$ cat src/rtl/sa_pkg.sv
// Shared definitions for the weight-stationary systolic array: sequencer states and phase lengths.
package sa_pkg;

  typedef enum logic [2:0] {
    StIdle,
    StLoadW,
    StCompute,
    StDrain,
    StFin
  } sa_state_e;

  localparam int unsigned DefRows = 4;
  localparam int unsigned DefCols = 4;

  // Each chain hop costs two array cycles, so the last row needs 2*rows-1 slots.
  function automatic int unsigned load_cyc(int unsigned rows);
    return 2 * rows - 1;
  endfunction

  function automatic int unsigned drain_cyc(int unsigned rows, int unsigned cols);
    return rows + cols - 1;
  endfunction

  localparam int unsigned LoadCyc  = load_cyc(DefRows);
  localparam int unsigned DrainCyc = drain_cyc(DefRows, DefCols);

endpackage

$ cat src/rtl/sa_valid_pipe.sv
// Valid-token shift register that tracks vectors through the array; taps give per-column strobes.
module sa_valid_pipe #(
  parameter int unsigned Depth   = 8,
  parameter int unsigned Cols    = 4,
  parameter int unsigned TapBase = 4
) (
  input  logic            clk_i,
  input  logic            rst_i,
  input  logic            en_i,
  input  logic            token_i,
  output logic [Cols-1:0] valid_o
);

  logic [Depth-1:0] stage_q, stage_d;

  always_comb begin
    stage_d = stage_q;
    if (en_i) begin
      stage_d = {stage_q[Depth-2:0], token_i};
    end
  end

  always_ff @(posedge clk_i) begin
    if (rst_i) begin
      stage_q <= '0;
    end else begin
      stage_q <= stage_d;
    end
  end

  assign valid_o = stage_q[TapBase +: Cols];

endmodule

$ cat src/rtl/systolic_array_ctrl.sv
// Tile sequencer for the weight-stationary PE array: weight load, ifmap streaming, drain.
module systolic_array_ctrl
  import sa_pkg::*;
#(
  parameter int unsigned Rows  = DefRows,
  parameter int unsigned Cols  = DefCols,
  parameter int unsigned VecW  = 16,
  parameter int unsigned RdLat = 1
) (
  input  logic                    clk_i,
  input  logic                    rst_i,
  input  logic                    start_i,
  input  logic [VecW-1:0]         num_vecs_i,
  output logic                    busy_o,
  output logic                    done_o,
  output logic                    wbuf_rd_en_o,
  output logic [$clog2(Rows)-1:0] wbuf_rd_addr_o,
  output logic                    ibuf_rd_en_o,
  output logic [VecW-1:0]         ibuf_rd_addr_o,
  output logic                    arr_en_o,
  output logic                    arr_load_weight_o,
  output logic                    arr_wdata_zero_o,
  output logic [Cols-1:0]         ofmap_valid_o,
  input  logic                    out_ready_i
);

  localparam int unsigned IssueLen = load_cyc(Rows);
  // LOAD_W also covers the read-latency tail so COMPUTE never overlaps load mode.
  localparam int unsigned LoadLen  = IssueLen + RdLat;
  localparam int unsigned DrainLen = drain_cyc(Rows, Cols);
  localparam int unsigned PhW      = $clog2(LoadLen + DrainLen);
  localparam int unsigned AddrW    = $clog2(Rows);

  sa_state_e        state_q, state_d;
  logic [PhW-1:0]   ph_q, ph_d;
  logic [VecW-1:0]  vcnt_q, vcnt_d;
  logic [VecW-1:0]  nv_q, nv_d;
  logic [RdLat-1:0] ld_q;
  logic [RdLat-1:0] gap_q;

  logic issue;
  logic gap;
  logic streaming;
  logic frozen;

  assign streaming = (state_q == StCompute) || (state_q == StDrain);
  assign frozen    = streaming && !out_ready_i;

  always_comb begin
    state_d        = state_q;
    ph_d           = ph_q;
    vcnt_d         = vcnt_q;
    nv_d           = nv_q;
    issue          = 1'b0;
    gap            = 1'b0;
    busy_o         = (state_q != StIdle);
    done_o         = 1'b0;
    wbuf_rd_en_o   = 1'b0;
    wbuf_rd_addr_o = '0;
    ibuf_rd_en_o   = 1'b0;
    ibuf_rd_addr_o = '0;

    unique case (state_q)
      StIdle: begin
        if (start_i) begin
          state_d = StLoadW;
          ph_d    = '0;
          vcnt_d  = '0;
          nv_d    = num_vecs_i;
        end
      end

      StLoadW: begin
        if (ph_q < PhW'(IssueLen)) begin
          issue = 1'b1;
          // Even slots feed rows bottom-up; odd slots are gaps filled with zero.
          if (!ph_q[0]) begin
            wbuf_rd_en_o   = 1'b1;
            wbuf_rd_addr_o = AddrW'(Rows - 1) - AddrW'(ph_q >> 1);
          end else begin
            gap = 1'b1;
          end
        end
        if (ph_q == PhW'(LoadLen - 1)) begin
          ph_d    = '0;
          state_d = (nv_q == '0) ? StFin : StCompute;
        end else begin
          ph_d = ph_q + PhW'(1);
        end
      end

      StCompute: begin
        ibuf_rd_addr_o = vcnt_q;
        if (out_ready_i) begin
          ibuf_rd_en_o = 1'b1;
          vcnt_d       = vcnt_q + VecW'(1);
          if (vcnt_q == nv_q - VecW'(1)) begin
            state_d = StDrain;
            ph_d    = '0;
          end
        end
      end

      StDrain: begin
        if (out_ready_i) begin
          if (ph_q == PhW'(DrainLen - 1)) begin
            state_d = StFin;
          end else begin
            ph_d = ph_q + PhW'(1);
          end
        end
      end

      StFin: begin
        done_o  = 1'b1;
        state_d = StIdle;
      end

      default: state_d = StIdle;
    endcase
  end

  always_ff @(posedge clk_i) begin
    if (rst_i) begin
      state_q <= StIdle;
      ph_q    <= '0;
      vcnt_q  <= '0;
      nv_q    <= '0;
      ld_q    <= '0;
      gap_q   <= '0;
    end else begin
      state_q  <= state_d;
      ph_q     <= ph_d;
      vcnt_q   <= vcnt_d;
      nv_q     <= nv_d;
      ld_q[0]  <= issue;
      gap_q[0] <= gap;
      for (int i = 1; i < RdLat; i++) begin
        ld_q[i]  <= ld_q[i-1];
        gap_q[i] <= gap_q[i-1];
      end
    end
  end

  // Load strobes and gap zeroing line up with the buffer data, RdLat after issue.
  assign arr_load_weight_o = ld_q[RdLat-1];
  assign arr_wdata_zero_o  = gap_q[RdLat-1];
  assign arr_en_o          = ld_q[RdLat-1] | (streaming & out_ready_i);

  // Pipe advances whenever not frozen so the last token leaves during FIN.
  sa_valid_pipe #(
    .Depth  (RdLat + Rows + Cols - 1),
    .Cols   (Cols),
    .TapBase(RdLat + Rows - 1)
  ) u_valid_pipe (
    .clk_i  (clk_i),
    .rst_i  (rst_i),
    .en_i   (!frozen),
    .token_i(ibuf_rd_en_o),
    .valid_o(ofmap_valid_o)
  );

endmodule

$ cat config.mk
export PLATFORM = sky130hd
export DESIGN_NAME = systolic_array_ctrl
export DESIGN_NICKNAME = d
export VERILOG_FILES = /design/src/rtl/sa_pkg.sv /design/src/rtl/sa_valid_pipe.sv /design/src/rtl/systolic_array_ctrl.sv
export SDC_FILE = /design/constraint.sdc
export NUM_CORES = 1
export LEC_CHECK = 0
export ABC_AREA = 1
export ABC_CLOCK_PERIOD_IN_PS = 2500
export CORE_ASPECT_RATIO = 1.25
export CORE_MARGIN = 2
export CORE_UTILIZATION = 54
export DETAILED_ROUTE_END_ITERATION = 8
export PLACE_DENSITY = 0.92
export SKIP_LAST_GASP = 1
export SLEW_MARGIN = 20
export SYNTH_ARGS = -nofsm -noshare
export SYNTH_HDL_FRONTEND = slang
export SYNTH_SLANG_ARGS = --single-unit
$ cat constraint.sdc
create_clock -name clk_i -period 2.5 [get_ports clk_i]
set_input_delay 0.5 -clock clk_i [delete_from_list [all_inputs] [get_ports clk_i]]
set_output_delay 0.5 -clock clk_i [all_outputs]
set_load 0.02 [all_outputs]
==> impl_metrics.csv <==
group,metric,value,unit
route,vias,3041,
die,coreArea,5330,um^2
route,drc_errors,0,
status,status,"complete, no violations",
route,drtIter0Drc,248,
yosys,synth_compound_area_frac,0.1333,
clocking,cts_buffers,5,
power,power_switching_share,0.4568,
min_path,hold_end,"u_valid_pipe.stage_q[2]",
clocking,h-tree-depth,2,
die,pin_count,49,
grt,grt-ovfl-total,0,
placement,post-dp-hpwl,5509,um
power,peakVddDrop,724.8,uV
power,power_density,940.5,nW/um^2
power,pwr-share-clk,0.168,
critical_path,r2r_start,"nv_q[0]",
critical_path,critPathMaxFanout,20,
layout,multi_input_area,1670,um^2
timing,finalSetupViolCount,0,
grt,grt_start_max_net_pins,34,
route,drtPass1Iterations,5,
die,start_util,0.5528,
route,routedWlPerCell,13.05,um
critical_path,rrSetupSlack,0.32,ns
layout,regArea,980.9,um^2
min_path,hold_depth,2,
critical_path,rr_endpoint,"state_q[1]",
yosys,muxShareOfSynthArea,0,
clocking,clock_path_buffers,2,
yosys,synth-seq-cells,49,
critical_path,required,2.00,ns
yosys,yosys.area_share.simple,0.3499,
layout,nets,520,
critical_path,endpoint_kind,"output pin",
placement,gp_congestion,0.9396,
layout,area.growth.synth_to_final,23.95,%
layout,utilization,0.6852,
power,p_int,0.001866,W
layout,diodes,0,
critical_path,reg2reg_depth,16,
yosys,synth_top_family_by_area,"simple AND/OR/NAND/NOR gates",
power,pwr-share-comb,0.520,
critical_path,criticalPathCategory,"flop to output pin",
yosys,synth.avg_cell_area,6.651,um^2
critical_path,critPathTopFamily,"buffers and inverters",
grt,grt_pass1_wl,12210,um
yosys,yosysUniqueCellTypes,35,
power,power.leakage,1.807,nW
power,seq_power_share,0.312,
grt,antenna_found_initial,0,
yosys,synth_area,2947,um^2
critical_path,slowest_stage,"clkdlybuf4s50_1",
clocking,clkLatencyLatePin,0.31,ns
critical_path,crit_buf_inv,2,
clocking,path_clk_slew,0.09,ns
clocking,tritoncts,"done",
placement,place_area,3502,um^2
die,row_count,30,
grt,grt.total_usage,0.2470,
power,netSwitchingPower,0.001569,W
timing,period_share,0.9732,
critical_path,arrival,1.93,ns
job,max_cap_violations,0,
timing,finalClockSkew,0.007513,ns
route,via_per_inst,5.440,
yosys,synthAdderAreaFrac,0.02548,
die,die_x,70.07,um
die,die_area,6067,um^2
timing,drv_slew,0,
grt,grt_pass1_vias,2923,
yosys,ys_seq_area_frac,0.3329,
timing,worst_hold_slack,0.4897,ns
route,antenna_left,0,
min_path,min_from,"u_valid_pipe.stage_q[2]",
timing,layout_min_cycle_time,2.433,ns
timing,hold_viol,0,
timing,setup_tns,0,ns
critical_path,max_stage_delay,0.61,ns
timing,grt_setup_unrepaired,"no",
layout,final_layout_size_suffix_gt1_frac,0.09495,
clocking,cts_hold_buf,0,
layout,final_area,3652,um^2
timing,worstMarginPinSlew,0.4285,ns
yosys,synthCells,443,
die,die_h,86.59,um
yosys,syn-num-nets,469,
yosys,yosysWarnings,0,
clocking,clkSinkCount,49,
clocking,cts_root_buffer,"clkbuf_8",
critical_path,crit_path_start_kind,"flop",
timing,relSlewSlack,0.7069,
yosys,synth-xor-area-share,0.05350,
timing,max_freq,411.0,MHz
placement,portBuffers,48,
layout,nFillCells,462,
route,drt-total-wl,7293,um
min_path,hold_path_class,"flop to flop",
critical_path,crit_chain,"inv_2 -> nor2_2 -> nand2_4 -> nor2_1 -> clkdlybuf4s50_1",
[kinds of logic after synthesis]
| logic type | after synthesis |
|---|---|
| xor+xnor | 18 |
| simple gates | 220 |
| flops | 49 |
| compound gates | 74 |
| fa+ha+maj | 6 |
| buf+inv | 76 |
[worst max path at each step]
stage | start | end | depth (start not counted)
3_3_place_gp | ph_q[1] | wbuf_rd_addr_o[1] | 7
4_1_cts | ph_q[1] | wbuf_rd_addr_o[1] | 7
5_1_grt | state_q[1] | ibuf_rd_addr_o[8] | 5
3_5_place_dp | ph_q[1] | wbuf_rd_addr_o[1] | 7
6_report | state_q[1] | ibuf_rd_addr_o[8] | 5
2_1_floorplan | ph_q[0] | wbuf_rd_addr_o[1] | 6
[power groups by stage]
| stage | clock (W) | combinational, W | sequential (W) |
|---|---|---|---|
| 3_5_place_dp | 0 | 0.00177 | 0.00108 |
| 6_report | 0.000576 | 0.00179 | 0.00107 |
| 5_1_grt | 0.000610 | 0.00201 | 0.00109 |
| 4_1_cts | 0.000583 | 0.00177 | 0.00107 |
| 3_3_place_gp | 0 | 0.00172 | 0.00108 |
| 2_1_floorplan | 0 | 0.00132 | 0.00105 |
[placed cells by master, fill, tap and decap left out, types with 2 or more instances in the layout]
cell type / instances
inv_2: 3
o21bai_1: 2
buf_4: 9
nor3_1: 17
clkbuf_2: 3
a2111oi_0: 2
xor2_1: 10
dlymetal6s2s_1: 15
clkbuf_8: 5
inv_1: 60
nand2_1: 78
nor3_4: 2
o21ai_0: 32
nor2_1: 68
nand3_2: 3
nand3b_1: 7
nor3_2: 2
clkdlybuf4s50_1: 29
nand4_1: 8
xnor2_1: 8
nor2_2: 6
nand2_2: 5
a21oi_1: 32
nor4_1: 2
nand3_1: 15
ha_1: 6
nor2_4: 3
o21ai_1: 2
dfxtp_1: 49
[timing repair]
| item | 4_1_cts | 5_1_grt |
|---|---|---|
| gates cloned | 0 | 0 |
| endpoints found under the setup margin | 20 | 20 |
| pin swaps | 1 | 0 |
| hold endpoints to repair | 0 | 0 |
| resized for setup | 5 | 24 |
| buffers inserted | 0 | 0 |
[layer usage]
metal	part of all wire	up-vias	GRT usage
li1	-	1524	-
met1	0.39	1381	0.2571
met2	0.52	100	0.4701
met3	0.042	36	0.04302
met4	0.044	0	0.1294
met5	0	-	0
[cell type report]
cell class / count / share of cell area
clock inverter: 3 / 0.01268
tap: 64 / 0.02193
clock buffer: 5 / 0.01884
timing repair buffer: 57 / 0.1559
multi-input combinational: 318 / 0.4573
sequential: 49 / 0.2686
inverter: 63 / 0.06475
[flip-flops by register name, summed over array words and instances, names as in the netlist]
name,cells
u_valid_pipe.stage_q,8
state_q,3
ph_q,4
arr_wdata_zero_o,1
arr_load_weight_o,1
vcnt_q,16
nv_q,16
[worst reg2reg max path: stages, from the launching register on]
cell	delay (ns)
dfxtp_1	0.34
inv_1	0.21
ha_1	0.25
nand2_2	0.12
nor2_4	0.17
nand2_1	0.06
nand2_1	0.06
nand2_1	0.05
nor2_1	0.09
nand2_1	0.06
nor2_1	0.12
nand2_1	0.09
nand2_2	0.12
nand3_2	0.13
nand2_1	0.11
nand2_1	0.06
nor2_1	0.08
[cells in the mapped netlist (all sizes together)]
master	n	share of area
a2111oi	2	0.0059
a211oi	1	0.0025
a21oi	32	0.054
a31oi	1	0.0021
and2	1	0.0021
buf	7	0.017
clkbuf	6	0.0076
dfxtp	49	0.33
ha	6	0.025
inv	63	0.080
nand2	84	0.11
nand3	18	0.036
nand3b	7	0.018
nand4	8	0.017
nor2	77	0.11
nor3	21	0.047
nor4	3	0.0064
o211ai	1	0.0025
o21ai	35	0.061
o21bai	2	0.0051
or2	1	0.0021
xnor2	8	0.024
xor2	10	0.030
[stage by stage]
| step | total power (W) | worst slack (ns) | cells |
|---|---|---|---|
| 3_5_place_dp | 0.002854 | 0.1003 | 551 |
| 3_3_place_gp | 0.002793 | 0.1406 | 551 |
| 2_1_floorplan | 0.002366 | 0.4060 | 443 |
| 5_1_grt | 0.003707 | 0.001232 | 559 |
| 6_report | 0.003435 | 0.06692 | 559 |
| 4_1_cts | 0.003423 | -0.04939 | 559 |
Power figures use the tool's default switching activity.
